**config.mk**
```make
export PLATFORM = sky130hd
export DESIGN_NAME = sd_data_rx
export DESIGN_NICKNAME = d
export VERILOG_FILES = /design/src/rtl/sd_data_rx.sv
export SDC_FILE = /design/constraint.sdc
export NUM_CORES = 1
export LEC_CHECK = 0
export ABC_AREA = 1
export CORE_MARGIN = 4
export CORE_UTILIZATION = 60
export CTS_CLUSTER_DIAMETER = 120
export CTS_CLUSTER_SIZE = 14
export DETAILED_ROUTE_END_ITERATION = 10
export GPL_TIMING_DRIVEN = 1
export HOLD_SLACK_MARGIN = 0.06
export PLACE_DENSITY = 0.79
export SYNTH_ARGS = -nofsm -noshare
export SYNTH_HDL_FRONTEND = slang
export SYNTH_SLANG_ARGS = --single-unit
```
**constraint.sdc**
```tcl
create_clock -name clk -period 10.1 [get_ports clk]
set_input_delay 2.02 -clock clk [delete_from_list [all_inputs] [get_ports clk]]
set_output_delay 2.02 -clock clk [all_outputs]
set_load 0.02 [all_outputs]
```
**src/rtl/sd_data_rx.sv**
```systemverilog
// sd_data_rx: SD-card DAT-line block receiver.
// Samples BUS_W (1 or 4) DAT lines once per clk and waits for an all-zero
// start bit. It then assembles bytes and checks each line's CRC16 and the
// end bit. Bytes go out on a valid/ready stream through a small FIFO.
// Ports:
//   clk, rst                  - sample clock, async active-high reset
//   i_start / i_abort         - transfer request (rising edge) / abort (level)
//   i_blk_len / i_blk_cnt     - bytes per block / blocks per transfer (0 -> 1)
//   i_sd_data                 - DAT lines, bit n = DATn
//   o_st_data/vld/sop/eop     - output byte stream, i_st_rdy back-pressure
//   o_busy, o_done            - activity level, end-of-transfer pulse
//   o_status                  - {overrun, timeout, abort, endbit_err, crc_err[3:0]}
module sd_data_rx #(
  parameter int BUS_W      = 4,
  parameter int LEN_W      = 10,
  parameter int TIMEOUT    = 5000,
  parameter int TO_W       = 16,
  parameter int FIFO_DEPTH = 4
) (
  input  logic             clk,
  input  logic             rst,
  input  logic             i_start,
  input  logic             i_abort,
  input  logic [LEN_W-1:0] i_blk_len,
  input  logic [15:0]      i_blk_cnt,
  input  logic [BUS_W-1:0] i_sd_data,
  output logic [7:0]       o_st_data,
  output logic             o_st_vld,
  input  logic             i_st_rdy,
  output logic             o_st_sop,
  output logic             o_st_eop,
  output logic             o_busy,
  output logic             o_done,
  output logic [7:0]       o_status
);
  localparam int BPB = 8 / BUS_W;  // bus beats per byte
  localparam int AW  = (FIFO_DEPTH > 1) ? $clog2(FIFO_DEPTH) : 1;

  typedef enum logic [2:0] {IDLE, WAIT_START, DATA, CRC, END_BIT} state_t;
  typedef struct packed {
    logic       sop;
    logic       eop;
    logic [7:0] data;
  } beat_t;

  state_t           state;
  logic             start_q, sop_due, in_pkt, done;
  logic [LEN_W-1:0] len_q, byte_cnt;
  logic [15:0]      blk_rem;
  logic [TO_W-1:0]  to_cnt;
  logic [2:0]       bit_cnt;
  logic [3:0]       crc_cnt;
  logic [7-BUS_W:0] shreg;
  logic [7:0]       status;

  logic       start_edge, start_bit, byte_end, last_byte, last_blk;
  logic       abort_now, to_now, crc_clr;
  logic [7:0] byte_now;
  logic [3:0] crc_err;

  assign start_edge = i_start && !start_q;
  assign start_bit  = (i_sd_data == '0);
  assign byte_end   = (state == DATA) && (bit_cnt == 3'(BPB - 1));
  assign last_byte  = (byte_cnt == len_q - LEN_W'(1));
  assign last_blk   = (blk_rem == 16'd1);
  assign abort_now  = i_abort && (state != IDLE);
  assign to_now     = (state == WAIT_START) && !start_bit && !abort_now &&
                      (to_cnt == TO_W'(TIMEOUT - 1));
  // Byte as it stands including the bits on the bus this cycle, so a byte
  // is pushed on the same cycle its last bit is sampled.
  assign byte_now   = {shreg, i_sd_data};
  assign crc_clr    = ((state == IDLE) && start_edge) ||
                      ((state == WAIT_START) && start_bit);

  // Per-line CRC16-CCITT over data bits, plus the received CRC shifted in.
  for (genvar n = 0; n < 4; n++) begin : g_lane
    if (n < BUS_W) begin : g_on
      logic [15:0] calc, rx;
      always_ff @(posedge clk or posedge rst) begin
        if (rst) begin
          calc <= '0;
          rx   <= '0;
        end else if (crc_clr) begin
          calc <= '0;
          rx   <= '0;
        end else begin
          if (state == DATA)
            calc <= {calc[14:0], 1'b0} ^ ((calc[15] ^ i_sd_data[n]) ? 16'h1021 : 16'h0000);
          if (state == CRC)
            rx <= {rx[14:0], i_sd_data[n]};
        end
      end
      assign crc_err[n] = (calc != rx);
    end else begin : g_off
      assign crc_err[n] = 1'b0;
    end
  end

  // Push selection: an abort/timeout inside an open packet closes it with a
  // zero filler beat instead of the data byte.
  beat_t push_beat;
  logic  push, pop, full, accept, ovf;

  always_comb begin
    push      = 1'b0;
    push_beat = '0;
    if ((abort_now || to_now) && in_pkt) begin
      push          = 1'b1;
      push_beat.eop = 1'b1;
    end else if (byte_end && !abort_now) begin
      push           = 1'b1;
      push_beat.sop  = sop_due;
      push_beat.eop  = last_byte && last_blk;
      push_beat.data = byte_now;
    end
  end

  // Output FIFO
  beat_t         mem [FIFO_DEPTH];
  beat_t         head;
  logic [AW-1:0] wr_ptr, rd_ptr;
  logic [AW:0]   count;

  assign full   = (count == (AW+1)'(FIFO_DEPTH));
  assign pop    = o_st_vld && i_st_rdy;
  assign accept = push && (!full || pop);
  assign ovf    = push && full && !pop;

  always_ff @(posedge clk or posedge rst) begin
    if (rst) begin
      wr_ptr <= '0;
      rd_ptr <= '0;
      count  <= '0;
      for (int i = 0; i < FIFO_DEPTH; i++) mem[i] <= '0;
    end else begin
      if (accept) begin
        mem[wr_ptr] <= push_beat;
        wr_ptr      <= wr_ptr + 1'b1;
      end
      if (pop) rd_ptr <= rd_ptr + 1'b1;
      count <= count + {{AW{1'b0}}, accept} - {{AW{1'b0}}, pop};
    end
  end

  assign head      = mem[rd_ptr];
  assign o_st_vld  = (count != '0);
  assign o_st_data = o_st_vld ? head.data : 8'h00;
  assign o_st_sop  = o_st_vld && head.sop;
  assign o_st_eop  = o_st_vld && head.eop;
  assign o_busy    = (state != IDLE) || o_st_vld;
  assign o_done    = done;
  assign o_status  = status;

  // Control FSM
  always_ff @(posedge clk or posedge rst) begin
    if (rst) begin
      state    <= IDLE;
      start_q  <= 1'b0;
      sop_due  <= 1'b0;
      in_pkt   <= 1'b0;
      done     <= 1'b0;
      len_q    <= '0;
      byte_cnt <= '0;
      blk_rem  <= '0;
      to_cnt   <= '0;
      bit_cnt  <= '0;
      crc_cnt  <= '0;
      shreg    <= '0;
      status   <= '0;
    end else begin
      start_q <= i_start;
      done    <= 1'b0;
      if (ovf) status[7] <= 1'b1;
      case (state)
        IDLE: if (start_edge) begin
          state    <= WAIT_START;
          len_q    <= (i_blk_len == '0) ? LEN_W'(1) : i_blk_len;
          blk_rem  <= (i_blk_cnt == '0) ? 16'd1 : i_blk_cnt;
          status   <= '0;
          to_cnt   <= '0;
          byte_cnt <= '0;
          bit_cnt  <= '0;
          sop_due  <= 1'b1;
          in_pkt   <= 1'b0;
        end
        WAIT_START: begin
          if (start_bit) begin
            state    <= DATA;
            to_cnt   <= '0;
            byte_cnt <= '0;
            bit_cnt  <= '0;
          end else if (to_now) begin
            status[6] <= 1'b1;
            state     <= IDLE;
            done      <= 1'b1;
            in_pkt    <= 1'b0;
          end else begin
            to_cnt <= to_cnt + 1'b1;
          end
        end
        DATA: begin
          shreg <= byte_now[7-BUS_W:0];
          if (byte_end) begin
            bit_cnt <= '0;
            sop_due <= 1'b0;
            in_pkt  <= !(last_byte && last_blk);
            if (last_byte) begin
              state   <= CRC;
              crc_cnt <= '0;
            end else begin
              byte_cnt <= byte_cnt + 1'b1;
            end
          end else begin
            bit_cnt <= bit_cnt + 1'b1;
          end
        end
        CRC: begin
          crc_cnt <= crc_cnt + 1'b1;
          if (crc_cnt == 4'd15) state <= END_BIT;
        end
        END_BIT: begin
          if (i_sd_data != '1) status[4] <= 1'b1;
          status[3:0] <= status[3:0] | crc_err;
          if (last_blk) begin
            state <= IDLE;
            done  <= 1'b1;
          end else begin
            blk_rem <= blk_rem - 16'd1;
            state   <= WAIT_START;
            to_cnt  <= '0;
          end
        end
        default: state <= IDLE;
      endcase
      // Abort wins over whatever the state was doing this cycle.
      if (abort_now) begin
        state     <= IDLE;
        status[5] <= 1'b1;
        done      <= 1'b1;
        in_pkt    <= 1'b0;
        sop_due   <= 1'b0;
      end
    end
  end
endmodule

```
==> flow_summary.yaml <==
global_route:
  antenna_found_initial: 0
  grtUsageMet3_pct: 3.21
  use_met2_pct: 37.7
  grt-busiest-layer: "met2"
  overflow: 0
  grt_pass1_wl_um: 47500
  grt_max_degree: 135
  grt_usage_pct: 23.8
  grt_pass1_vias: 9625
  use_met1_pct: 35.3
clock_tree:
  cts_setup_buffers: 0
  root_buffer: "clkbuf_16"
  cts_tree: "done"
  clkLatencyLatePin_ns: 0.52
  numCtsBuffers: 22
  htreeDepth: 1
  clock_path_buffers: 3
  cts_resized: 0
  clk_pin_slew_ns: 0.06
  cts_hold_buffers: 0
  cts_sinks: 253
finish:
  fin_cells: 1725
  diodes: 0
  fillers: 1663
  fin_area_mm2: 0.0138
  drive_above_1_share_pct: 5.09
  areaGrowthSynthToFinish_pct: 10.5
  finalNetCount: 1504
sta:
  fin_worst_skew_ns: 0.0145
  slew_viol_final: 0
  period_minus_slack_ns: 4.93
  relSlewSlack_pct: 15.0
  layout_setup_ws_ns: 5.17
  tightest_slew_ns: 1.27
  fin_crit_sh_pct: 48.8
  fmax_mhz: 203
  tns_ns: 0
  rsz0062_at_grt: "false"
  setup_violations: 0
  finalHoldViolations: 0
floorplanning:
  fp.coreArea_mm2: 0.0204
  rows: 52
  initial_core_util_pct: 61.2
  dieArea_mm2: 0.0231
  die_y_um: 152
  die_w_um: 152
  io_pins: 56
power_and_ir_drop:
  ir_drop_mv: 0.168
  power_leakage_nw: 6.44
  p_per_area_mw_per_mm2: 223
worst_setup_path:
  end_kind: "output port"
  worstPathMaxFanout: 23
  rr_startpoint: "state[2]"
  cp_cell_sequence: "inv_1 -> o21ai_0 -> a21oi_1 -> clkdlybuf4s50_1"
  required_ns: 8.08
  crit_type: "reg2out"
  crit_path_start: "rd_ptr[0]"
  crit_path_top_delay_cell: "dfrtp_1"
  cp.arrival_ns: 2.91
  max_stage_delay_ns: 0.86
  r2r_setup_slack_ns: 6.67
  start_kind: "flop"
routing:
  drt-initial-drc-count: 658
  routed_wl_um: 27600
  ant_nets: 0
  first_pass_iters: 5
  via_per_inst: 5.76
  vias: 9930
  drc: 0
  wl_per_cell_um: 16.0
logic_synthesis:
  ys_async_sr_fraction_pct: 100
  synthTopCellsByArea: "dfrtp_1, nand2_1, a22o_1"
  synth_most_common_cell: "nand2_1"
  yosysSeqAreaShare_pct: 50.8
  syn-num-nets: 1470
  ys_seq_elements: 253
  netlist_area_mm2: 0.0125
  synth_commonest_cells: "nand2_1, dfrtp_1, inv_1, o21ai_0, nor2_1"
  synth_top_area_share_pct: 50.8
  syn_inst: 1420
  synth_edf_count: 0
  avgSynthCellArea_um2: 8.78
  yosysWarnings: 0
  synth.distinct_cells: 47
  ys.flop_type: "dfrtp_1"
  yosysTopAreaCell: "dfrtp_1"
placed_design:
  portBuffers: 55
  dpl.hpwl_um: 18300
  dp.cells: 1700
  dpl_worst_slack_ns: 5.24
  globalplace.congestion: 0.887
  placed_area_mm2: 0.0132
min_path:
  min_path_type: "reg2reg"
  min-delay-start: "mem[8]"
run:
  drv_cap: 0
status:
  outcome: "complete, no violations"
==> final cells by class <==
| type | count | area, µm² | area share, % |
|---|---|---|---|
| sequential | 253 | 6330 | 46.0 |
| multi-input combinational | 970 | 5360 | 38.9 |
| timing repair buffer | 62 | 603 | 4.38 |
| clock buffer | 23 | 554 | 4.02 |
| inverter | 145 | 552 | 4.01 |
| tap | 270 | 338 | 2.45 |
| clock inverter | 2 | 32.5 | 0.236 |
==> per-stage QoR <==
step	util (%)	total power [mW]	hold slack (ns)
finish	67.6	3.07	0.484
global route	67.6	3.27	0.512
CTS	67.6	3.09	0.478
detailed placement	64.7	2.33	0.461
global placement	64.7	2.30	0.460
floorplan	-	2.04	0.444
==> layout by cell type, fill, tap and decap left out, drive strengths merged, types with 16 or more instances in the layout <==
| cell type | instances |
|---|---|
| nand3 | 49 |
| nand2 | 305 |
| o22ai | 16 |
| clkdlybuf4s50 | 55 |
| dfrtp | 253 |
| nor3 | 27 |
| o21ai | 170 |
| clkbuf | 23 |
| nor2 | 120 |
| inv | 141 |
| nor4 | 16 |
| nand4 | 22 |
| xor2 | 43 |
| a22o | 82 |
| a21oi | 38 |
| xnor2 | 18 |
==> metal layers <==
metal	share of wire, %	vias up
li1	-	4847
met5	0	-
met2	47	233
met4	2.0	0
met3	4.7	43
met1	46	4807
==> power by group <==
group / switching (mW) / internal (mW) / leakage (nW)
sequential: 0.146 / 1.15 / 3.44
combinational: 0.675 / 0.353 / 2.72
clock: 0.354 / 0.391 / 0.286
==> registers in the layout, indices dropped and copies added, names as in the netlist <==
register          cells
g_lane.g_on.calc     64
g_lane.g_on.rx       64
mem                  40
blk_rem              16
to_cnt               16
byte_cnt             10
len_q                10
o_status              8
crc_cnt               4
shreg                 4
bit_cnt               3
count                 3
state                 3
rd_ptr                2
wr_ptr                2
in_pkt                1
o_done                1
sop_due               1
start_q               1
==> cells by family after synthesis <==
group                    synth area share, %
flip-flops                              50.8
AND/OR/NAND/NOR                         19.9
XOR/XNOR                                4.29
AO/OA/AOI/OAI                           17.1
adder cells (fa/ha/maj)                 1.57
buffers and inverters                   6.36
==> final timing paths <==
kind / to / depth (start not counted)
min reg2reg: mem[8] / 2
max: o_st_data[2] / 4
max reg2reg: count[1] / 12
min in group asynchronous: g_lane[1].g_on.rx[8] / 2
max in group asynchronous: to_cnt[7] / 3
min: mem[8] / 2
==> critical path, delay by kind of cell (launching register included) <==
kind,cells,cell delay [ns]
compound gates,2,0.46
flops,1,0.86
buf+inv,2,1.07
(Power assumes the default switching activity.)
